`config.mk`:
```
export PLATFORM = sky130hd
export DESIGN_NAME = fir_mac_pipe_flat
export DESIGN_NICKNAME = d
export VERILOG_FILES = /design/src/rtl/fir_mac_pipe_if.sv /design/src/rtl/fir_mac_pipe.sv /design/src/flat_wrapper.sv
export SDC_FILE = /design/constraint.sdc
export NUM_CORES = 2
export LEC_CHECK = 0
export ABC_AREA = 0
export CORE_MARGIN = 2
export CORE_UTILIZATION = 40
export CTS_BUF_LIST = sky130_fd_sc_hd__clkbuf_4 sky130_fd_sc_hd__clkbuf_8
export DETAILED_ROUTE_END_ITERATION = 6
export GPL_TIMING_DRIVEN = 1
export SLEW_MARGIN = 20
export SYNTH_ARGS = -nofsm -noshare
export SYNTH_HDL_FRONTEND = slang
export SYNTH_SLANG_ARGS = --single-unit
```
`constraint.sdc`:
```
create_clock -name clock -period 28.5 [get_ports clock]
set_clock_uncertainty 0.2 [all_clocks]
set_input_delay 2.85 -clock clock [delete_from_list [all_inputs] [get_ports clock]]
set_output_delay 2.85 -clock clock [all_outputs]
set_load 0.005 [all_outputs]
```
`src/rtl/fir_mac_pipe_if.sv`:
```
// Sample/result bundle for fir_mac_pipe: operands with frame markers in, accumulator and rounded result out.
interface fir_mac_pipe_if #(
    parameter int AW    = 18,
    parameter int BW    = 36,
    parameter int GUARD = 14,
    parameter int OUT_W = 24
);
    localparam int ACC_W = AW + BW + GUARD;

    logic                    in_valid;
    logic signed [AW-1:0]    in_a;
    logic signed [BW-1:0]    in_b;
    logic                    in_first;
    logic                    in_last;
    logic signed [ACC_W-1:0] acc_out;
    logic signed [OUT_W-1:0] res_out;
    logic                    res_valid;
    logic                    ovf;

    modport master (
        output in_valid, in_a, in_b, in_first, in_last,
        input  acc_out, res_out, res_valid, ovf
    );

    modport slave (
        input  in_valid, in_a, in_b, in_first, in_last,
        output acc_out, res_out, res_valid, ovf
    );
endinterface

```
`src/rtl/fir_mac_pipe.sv`:
```
// Pipelined signed MAC with framed accumulation, half-up rounded result and sticky overflow.
// Define FIR_MAC_SAT_EN to saturate the shifted result to OUT_W bits; otherwise it wraps.
module fir_mac_pipe #(
    parameter int AW         = 18,
    parameter int BW         = 36,
    parameter int GUARD      = 14,
    parameter int MUL_STAGES = 2,
    parameter int OUT_W      = 24,
    parameter int SHIFT      = 16
) (
    input logic           clock,
    input logic           reset,
    fir_mac_pipe_if.slave bus
);
    localparam int PW    = AW + BW;
    localparam int ACC_W = PW + GUARD;
    localparam int SW    = ACC_W + 1;
    localparam int RW    = (SW > OUT_W + 1) ? SW : OUT_W + 1;
    // Half-LSB rounding constant; collapses to zero when SHIFT is zero.
    localparam logic [SW-1:0] RND = (SW'(1) << SHIFT) >> 1;

    logic signed [AW-1:0]    a_q;
    logic signed [BW-1:0]    b_q;
    logic                    v_q;
    logic                    f_q;
    logic                    l_q;
    logic signed [PW-1:0]    prod;

    logic signed [PW-1:0]    p_pipe  [MUL_STAGES];
    logic                    pv_pipe [MUL_STAGES];
    logic                    pf_pipe [MUL_STAGES];
    logic                    pl_pipe [MUL_STAGES];

    logic                    pv;
    logic                    pf;
    logic                    pl;
    logic signed [ACC_W-1:0] p_ext;
    logic signed [ACC_W-1:0] sum;
    logic signed [ACC_W-1:0] acc_q;
    logic signed [ACC_W-1:0] acc_next;
    logic                    add_ovf;
    logic                    ovf_q;
    logic                    ovf_next;

    logic signed [SW-1:0]    rnd_q;
    logic                    rnd_v;
    logic signed [SW-1:0]    shifted;
    logic [OUT_W-1:0]        reduced;
    logic [OUT_W-1:0]        res_q;
    logic                    res_v_q;

    assign prod = PW'(a_q) * PW'(b_q);

    always_ff @(posedge clock or posedge reset) begin
        if (reset) begin
            a_q <= '0;
            b_q <= '0;
            v_q <= 1'b0;
            f_q <= 1'b0;
            l_q <= 1'b0;
            for (int unsigned i = 0; i < MUL_STAGES; i++) begin
                p_pipe[i]  <= '0;
                pv_pipe[i] <= 1'b0;
                pf_pipe[i] <= 1'b0;
                pl_pipe[i] <= 1'b0;
            end
        end else begin
            v_q <= bus.in_valid;
            f_q <= bus.in_valid & bus.in_first;
            l_q <= bus.in_valid & bus.in_last;
            if (bus.in_valid) begin
                a_q <= bus.in_a;
                b_q <= bus.in_b;
            end
            p_pipe[0]  <= prod;
            pv_pipe[0] <= v_q;
            pf_pipe[0] <= f_q;
            pl_pipe[0] <= l_q;
            for (int unsigned i = 1; i < MUL_STAGES; i++) begin
                p_pipe[i]  <= p_pipe[i-1];
                pv_pipe[i] <= pv_pipe[i-1];
                pf_pipe[i] <= pf_pipe[i-1];
                pl_pipe[i] <= pl_pipe[i-1];
            end
        end
    end

    assign pv    = pv_pipe[MUL_STAGES-1];
    assign pf    = pf_pipe[MUL_STAGES-1];
    assign pl    = pl_pipe[MUL_STAGES-1];
    assign p_ext = ACC_W'(p_pipe[MUL_STAGES-1]);

    // A first product reloads the accumulator, so it can neither overflow nor inherit ovf.
    always_comb begin
        sum      = acc_q + p_ext;
        add_ovf  = (acc_q[ACC_W-1] == p_ext[ACC_W-1]) && (sum[ACC_W-1] != acc_q[ACC_W-1]);
        acc_next = pf ? p_ext : sum;
        ovf_next = pf ? 1'b0 : (ovf_q | add_ovf);
    end

    always_ff @(posedge clock or posedge reset) begin
        if (reset) begin
            acc_q   <= '0;
            ovf_q   <= 1'b0;
            rnd_q   <= '0;
            rnd_v   <= 1'b0;
            res_q   <= '0;
            res_v_q <= 1'b0;
        end else begin
            if (pv) begin
                acc_q <= acc_next;
                ovf_q <= ovf_next;
            end
            rnd_v <= pv & pl;
            if (pv & pl) begin
                rnd_q <= SW'(acc_next) + signed'(RND);
            end
            res_v_q <= rnd_v;
            if (rnd_v) begin
                res_q <= reduced;
            end
        end
    end

`ifdef FIR_MAC_SAT_EN
    localparam logic signed [RW-1:0] SAT_MAX = signed'((RW'(1) << (OUT_W - 1)) - RW'(1));
    localparam logic signed [RW-1:0] SAT_MIN = ~SAT_MAX;
    logic signed [RW-1:0] ext;

    always_comb begin
        shifted = rnd_q >>> SHIFT;
        ext     = RW'(shifted);
        if (ext > SAT_MAX) begin
            reduced = SAT_MAX[OUT_W-1:0];
        end else if (ext < SAT_MIN) begin
            reduced = SAT_MIN[OUT_W-1:0];
        end else begin
            reduced = ext[OUT_W-1:0];
        end
    end
`else
    always_comb begin
        shifted = rnd_q >>> SHIFT;
        reduced = OUT_W'(shifted);
    end
`endif

    assign bus.acc_out   = acc_q;
    assign bus.ovf       = ovf_q;
    assign bus.res_out   = res_q;
    assign bus.res_valid = res_v_q;
endmodule

```
`src/flat_wrapper.sv`:
```
// flat-port wrapper written by rule: the top's interface ports become plain ports
module fir_mac_pipe_flat 
#(
    parameter int AW         = 18,
    parameter int BW         = 36,
    parameter int GUARD      = 14,
    parameter int MUL_STAGES = 2,
    parameter int OUT_W      = 24,
    parameter int SHIFT      = 16
)
  (clock, reset, bus_in_valid, bus_in_a, bus_in_b, bus_in_first, bus_in_last, bus_acc_out, bus_res_out, bus_res_valid, bus_ovf);
  fir_mac_pipe_if #(.AW(AW), .BW(BW), .GUARD(GUARD), .OUT_W(OUT_W)) bus_i ();
  input logic clock;
  input logic reset;
  input wire logic [$bits(bus_i.in_valid)-1:0] bus_in_valid;
  input wire logic [$bits(bus_i.in_a)-1:0] bus_in_a;
  input wire logic [$bits(bus_i.in_b)-1:0] bus_in_b;
  input wire logic [$bits(bus_i.in_first)-1:0] bus_in_first;
  input wire logic [$bits(bus_i.in_last)-1:0] bus_in_last;
  output wire logic [$bits(bus_i.acc_out)-1:0] bus_acc_out;
  output wire logic [$bits(bus_i.res_out)-1:0] bus_res_out;
  output wire logic [$bits(bus_i.res_valid)-1:0] bus_res_valid;
  output wire logic [$bits(bus_i.ovf)-1:0] bus_ovf;
  assign bus_i.in_valid = bus_in_valid;
  assign bus_i.in_a = bus_in_a;
  assign bus_i.in_b = bus_in_b;
  assign bus_i.in_first = bus_in_first;
  assign bus_i.in_last = bus_in_last;
  assign bus_acc_out = bus_i.acc_out;
  assign bus_res_out = bus_i.res_out;
  assign bus_res_valid = bus_i.res_valid;
  assign bus_ovf = bus_i.ovf;
  fir_mac_pipe #(.AW(AW), .BW(BW), .GUARD(GUARD), .MUL_STAGES(MUL_STAGES), .OUT_W(OUT_W), .SHIFT(SHIFT)) u_core (.clock(clock), .reset(reset), .bus(bus_i));
endmodule
```
Yosys cells after proc, flatten, opt, wreduce, memory -nomap -nowiden
Index checks and enable logic that the tools add are counted.
{"block": "op_classes", "reduce_logical": 1, "add_sub_neg": 2, "multipliers": 1, "n_bitwise": 4, "muxes": 2, "n_eq_ne": 2}
{"op": "$add 68x54->68", "n": 1}
{"op": "$mux 68", "n": 1}
{"op": "$mul 18x36->54", "n": 1}
{"op": "$add 40x17->40 const B", "n": 1}
{"op": "$and 1x1->1", "n": 3}
{"op": "$eq 1x1->1", "n": 1}
{"op": "$logic_and 1x1->1", "n": 1}
{"op": "$mux 1", "n": 1}
{"op": "$ne 1x1->1", "n": 1}
{"op": "$or 1x1->1", "n": 1}
{"block": "totals", "regBits": 306}

Longest topological paths before layout
{"block": "logic_depth", "ltp_word": 5, "depth_mapped": 27, "mapped_depth_nobuf": 25}

Least setup slack after synthesis
OpenSTA, ideal clock, no wires.
{"block": "synth_path", "path_type": "register -> register", "from": "register u_core.a_q[3]", "to": "register u_core.p_pipe[105] in the netlist's numbering", "stages_incl_launch_ff": 25, "synth_period_minus_slack_ns": 6.690, "path_buffers": 2, "arrival_ns": 6.362, "path_slack_ns": 21.810, "path_cell_list": "dfrtp_1 > clkbuf_1 > clkbuf_1 > nand2_1 > fa_1 > fa_1 > fa_1 > inv_1 > fa_1 > fa_1 > inv_1 > fa_1 > inv_1 > ha_1 > a21o_1 > a21o_1 > a21oi_1 > o21ai_0 > a31o_2 > o2bb2ai_1 > a31oi_1 > o31ai_1 > a2111oi_0 > o21bai_1 > xor2_1"}
{"block": "synth_between", "elab_chain_len": 1}
{"element": "from (decl)", "line_no": "fir_mac_pipe.sv:22", "text": "logic signed [AW-1:0] a_q;"}
{"element": "from (signal assigned)", "line_no": "fir_mac_pipe.sv:72", "text": "a_q <= bus.in_a;"}
{"element": "$mul 18x36->54", "line_no": "fir_mac_pipe.sv:52", "text": "assign prod = PW'(a_q) * PW'(b_q);"}
{"element": "named net u_core.prod[51]", "line_no": "fir_mac_pipe.sv:27", "text": "logic signed [PW-1:0] prod;"}
{"element": "to (signal, indexed assignment)", "line_no": "fir_mac_pipe.sv:80", "text": "p_pipe[i] <= p_pipe[i-1];"}
{"element": "to (decl)", "line_no": "fir_mac_pipe.sv:29", "text": "logic signed [PW-1:0] p_pipe [MUL_STAGES];"}
The timed path passes the listed nets, and every way through them passes these cells.
A chain may end at the register's enable or synchronous reset.

Worst setup path in the final report
{"block": "layout_path", "from": "register u_core.a_q[7]", "to": "register u_core.p_pipe[100] in the netlist's numbering"}
Same word-level chain as after synthesis.

==> impl_metrics.json <==
{
  "cp_max_fo": 19,
  "clock-root-buffer": "clkbuf_8",
  "max_slew_margin_pct": 30.0,
  "synth-compound-area-share_pct": 9.19,
  "drive_gt1_share_pct": 6.45,
  "fillerInstances": 8837,
  "drt_iter0_drc": 1690,
  "post-route-period-util_pct": 27.9,
  "path_cells": "buf_4 -> and2_1 -> fa_1 -> inv_1 -> fa_1 -> fa_1 -> fa_1 -> inv_1 -> fa_1 -> inv_1 -> fa_1 -> inv_1 -> ha_1 -> a21o_1 -> a21o_1 -> a21oi_1 -> nor2b_1 -> a31oi_1 -> o21ai_0 -> o21ai_0 -> a21oi_1 -> o21ai_0 -> mux2i_1 -> o311a_1",
  "grt_use_total_pct": 21.6,
  "clkLatencyLatePin_ns": 0.69,
  "gr-total-overflow": 0,
  "worst-path-buf-inv": 5,
  "synth_cell_types": 79,
  "cts_resized": 0,
  "post_drt_wl_per_cell_um": 19.1,
  "cts_buffer_depth": 3,
  "cp_top_family": "adder cells",
  "wirelength_mm": 97.9,
  "worst_setup_path_end_kind": "register",
  "hold_buffers": 0,
  "cts_setup_buffers": 0,
  "reg2regPathDepth": 24,
  "timing.rr.end": "u_core.p_pipe[100]",
  "grt_first_pass_wirelength_mm": 158,
  "r2r-start": "u_core.a_q[7]",
  "hp-start": "u_core.p_pipe[95]",
  "setup_viol": 0,
  "die_x_um": 305,
  "dieHeight_um": 305,
  "yosys.area_share.simple_pct": 14.8,
  "startpoint_type": "register",
  "cts_made_buffers": 53,
  "whs_path_depth": 0,
  "slew_violations": 0,
  "ant_nets": 0,
  "synthCells": 3869,
  "finalCriticalPeriod_ns": 7.94,
  "vias": 26230,
  "core_area_um2": 90000,
  "timing.critical_path.mode_cell": "fa_1",
  "synth_edf_count": 0,
  "arrival_ns": 8.34,
  "num_rows": 110,
  "worst_pin_slew_ns": 1.05,
  "hpwl_mm": 77.4,
  "critPathSlowestCell": "dfrtp_1",
  "finalSetupTns_ns": 0,
  "hp-class": "reg -> reg",
  "yosys.area_share.xor_xnor_pct": 2.73,
  "muxShareOfSynthArea_pct": 2.97,
  "fp.dieArea_um2": 93100,
  "grt_pass1_vias": 27864,
  "gp_congestion": 0.893,
  "maxCapViolations": 0,
  "yosysTopAreaCell": "fa_1",
  "nNetsFinal": 4788,
  "status": "finished, final reports clean",
  "synthTopCellsByArea": "fa_1 (34%), dfrtp_1 (20%), inv_1 (7.3%), ha_1 (6.8%), nand2_1 (5.2%)",
  "synth.avg_cell_area_um2": 9.38,
  "reg2reg_slack_ns": 20.56,
  "ctsHtreeMaxLevel": 2,
  "drc": 0,
  "synth_top_cell_area_share_pct": 34.1,
  "syn_to_final_growth_pct": 10.7,
  "ys_seq_area_share_pct": 20.0,
  "synth.net_count": 4743,
  "synthesis.area_um2": 36300,
  "clock.fmax_mhz": 126,
  "clkSinkCount": 290,
  "viasPerCell": 5.11,
  "ys_top_cells_by_count": "inv_1 (707), fa_1 (618), nand2_1 (505), dfrtp_1 (290), and2_1 (257)",
  "ys.warnings.count": 0,
  "synthAdderAreaFrac_pct": 40.9,
  "cts_tree": "built",
  "critical_path_class": "reg -> reg",
  "synthFlopType": "dfrtp_1",
  "grt_max_degree": 91,
  "async_flop_share_pct": 100,
  "rsz0062_at_grt": "false",
  "first_pass_iters": 5,
  "synth.most_common_cell": "inv_1",
  "num_io_pins": 153,
  "cpPeakStageDelay_ns": 0.81,
  "hold_path_end": "u_core.p_ext[41]",
  "synth_top_family_by_area": "adder cells",
  "clkTransAtPathRegs_ns": 0.07,
  "io_buffer_count": 152,
  "required_ns": 28.90,
  "final-hold-violation-count": 0,
  "antenna_found_initial": 4,
  "initial_core_util_pct": 40.3,
  "ys_ff_latch": 290
}
-- final cells by class --
class                           instances  area (µm²)  share of cell area, %
Antenna cell                            1        2.50                0.00623
Clock buffer                           77         991                   2.47
Clock inverter                         18         302                  0.751
Inverter                              707        2660                   6.63
Multi-Input combinational cell       2670       25600                   63.8
Sequential cell                       290        7260                   18.1
Tap cell                             1176        1470                   3.67
Timing Repair Buffer                  192        1840                   4.58
-- per-layer routing --
layer  share of wire [%]  vias up  global-route usage, %
li1                    -    12153                      -
met1                  44    13259                   29.6
met2                  48      699                   36.1
met3                 5.7      119                   3.06
met4                 2.4        0                   5.62
met5                   0        -                      0
-- per-stage QoR --
stage | utilization [%] | area, µm² | instances | hold WS (ns) | worst slack [ns]
global placement | 43.1 | 38800 | 5034 | 0.131 | 20.66
global route | 44.6 | 40100 | 5131 | 0.148 | 20.06
CTS | 44.6 | 40100 | 5129 | 0.144 | 20.46
detailed placement | 43.1 | 38800 | 5034 | 0.135 | 20.49
finish | 44.6 | 40100 | 5131 | 0.141 | 20.56
floorplan | - | 36300 | 3869 | 0.131 | 17.44
-- layout by cell type, fill, tap and decap left out, types with 30 or more instances in the layout --
cell type        instances
nor2_1                 163
fa_1                   618
nor3_1                  30
nand3_1                 44
mux2_2                  84
clkdlybuf4s50_1        151
xor2_1                  36
inv_1                  706
a21oi_1                168
ha_1                   197
clkbuf_8                66
o21ai_0                 91
nand2_1                505
dfrtp_1                287
xnor2_1                 77
a21o_1                  69
buf_4                   39
and2_1                 257
-- cell families (layout without fill, tap and decap cells) --
family / count (synthesis) / count (layout)
AND/OR/NAND/NOR: 1128 / 1128
buffers and inverters: 909 / 994
adder cells (fa/ha/maj): 815 / 815
AO/OA/AOI/OAI: 517 / 517
flip-flops: 290 / 290
XOR/XNOR: 113 / 113
multiplexers: 97 / 97
other: 0 / 1
-- state kept, by name, summed over array words and instances (netlist names) --
register / cells
u_core.a_q: 18
u_core.b_q: 36
u_core.bus.acc_out: 68
u_core.bus.ovf: 1
u_core.bus.res_out: 24
u_core.bus.res_valid: 1
u_core.f_q: 1
u_core.l_q: 1
u_core.p_ext: 54
u_core.p_pipe: 54
u_core.pf: 1
u_core.pf_pipe: 1
u_core.pl: 1
u_core.pl_pipe: 1
u_core.pv: 1
u_core.pv_pipe: 1
u_core.rnd_q: 24
u_core.rnd_v: 1
u_core.v_q: 1
-- worst max path at each step --
stage,startpoint,depth (start not counted),to
finish,u_core.a_q[7],24,u_core.p_pipe[100]
global route,u_core.a_q[7],24,u_core.p_pipe[100]
CTS,u_core.a_q[7],24,u_core.p_pipe[100]
detailed placement,u_core.a_q[7],24,u_core.p_pipe[100]
global placement,u_core.a_q[7],24,u_core.p_pipe[100]
floorplan,reset,1,u_core.a_q[0]
Power is not shown: default switching activity piles up to over one toggle a cycle in this logic, so the estimate is an artifact.
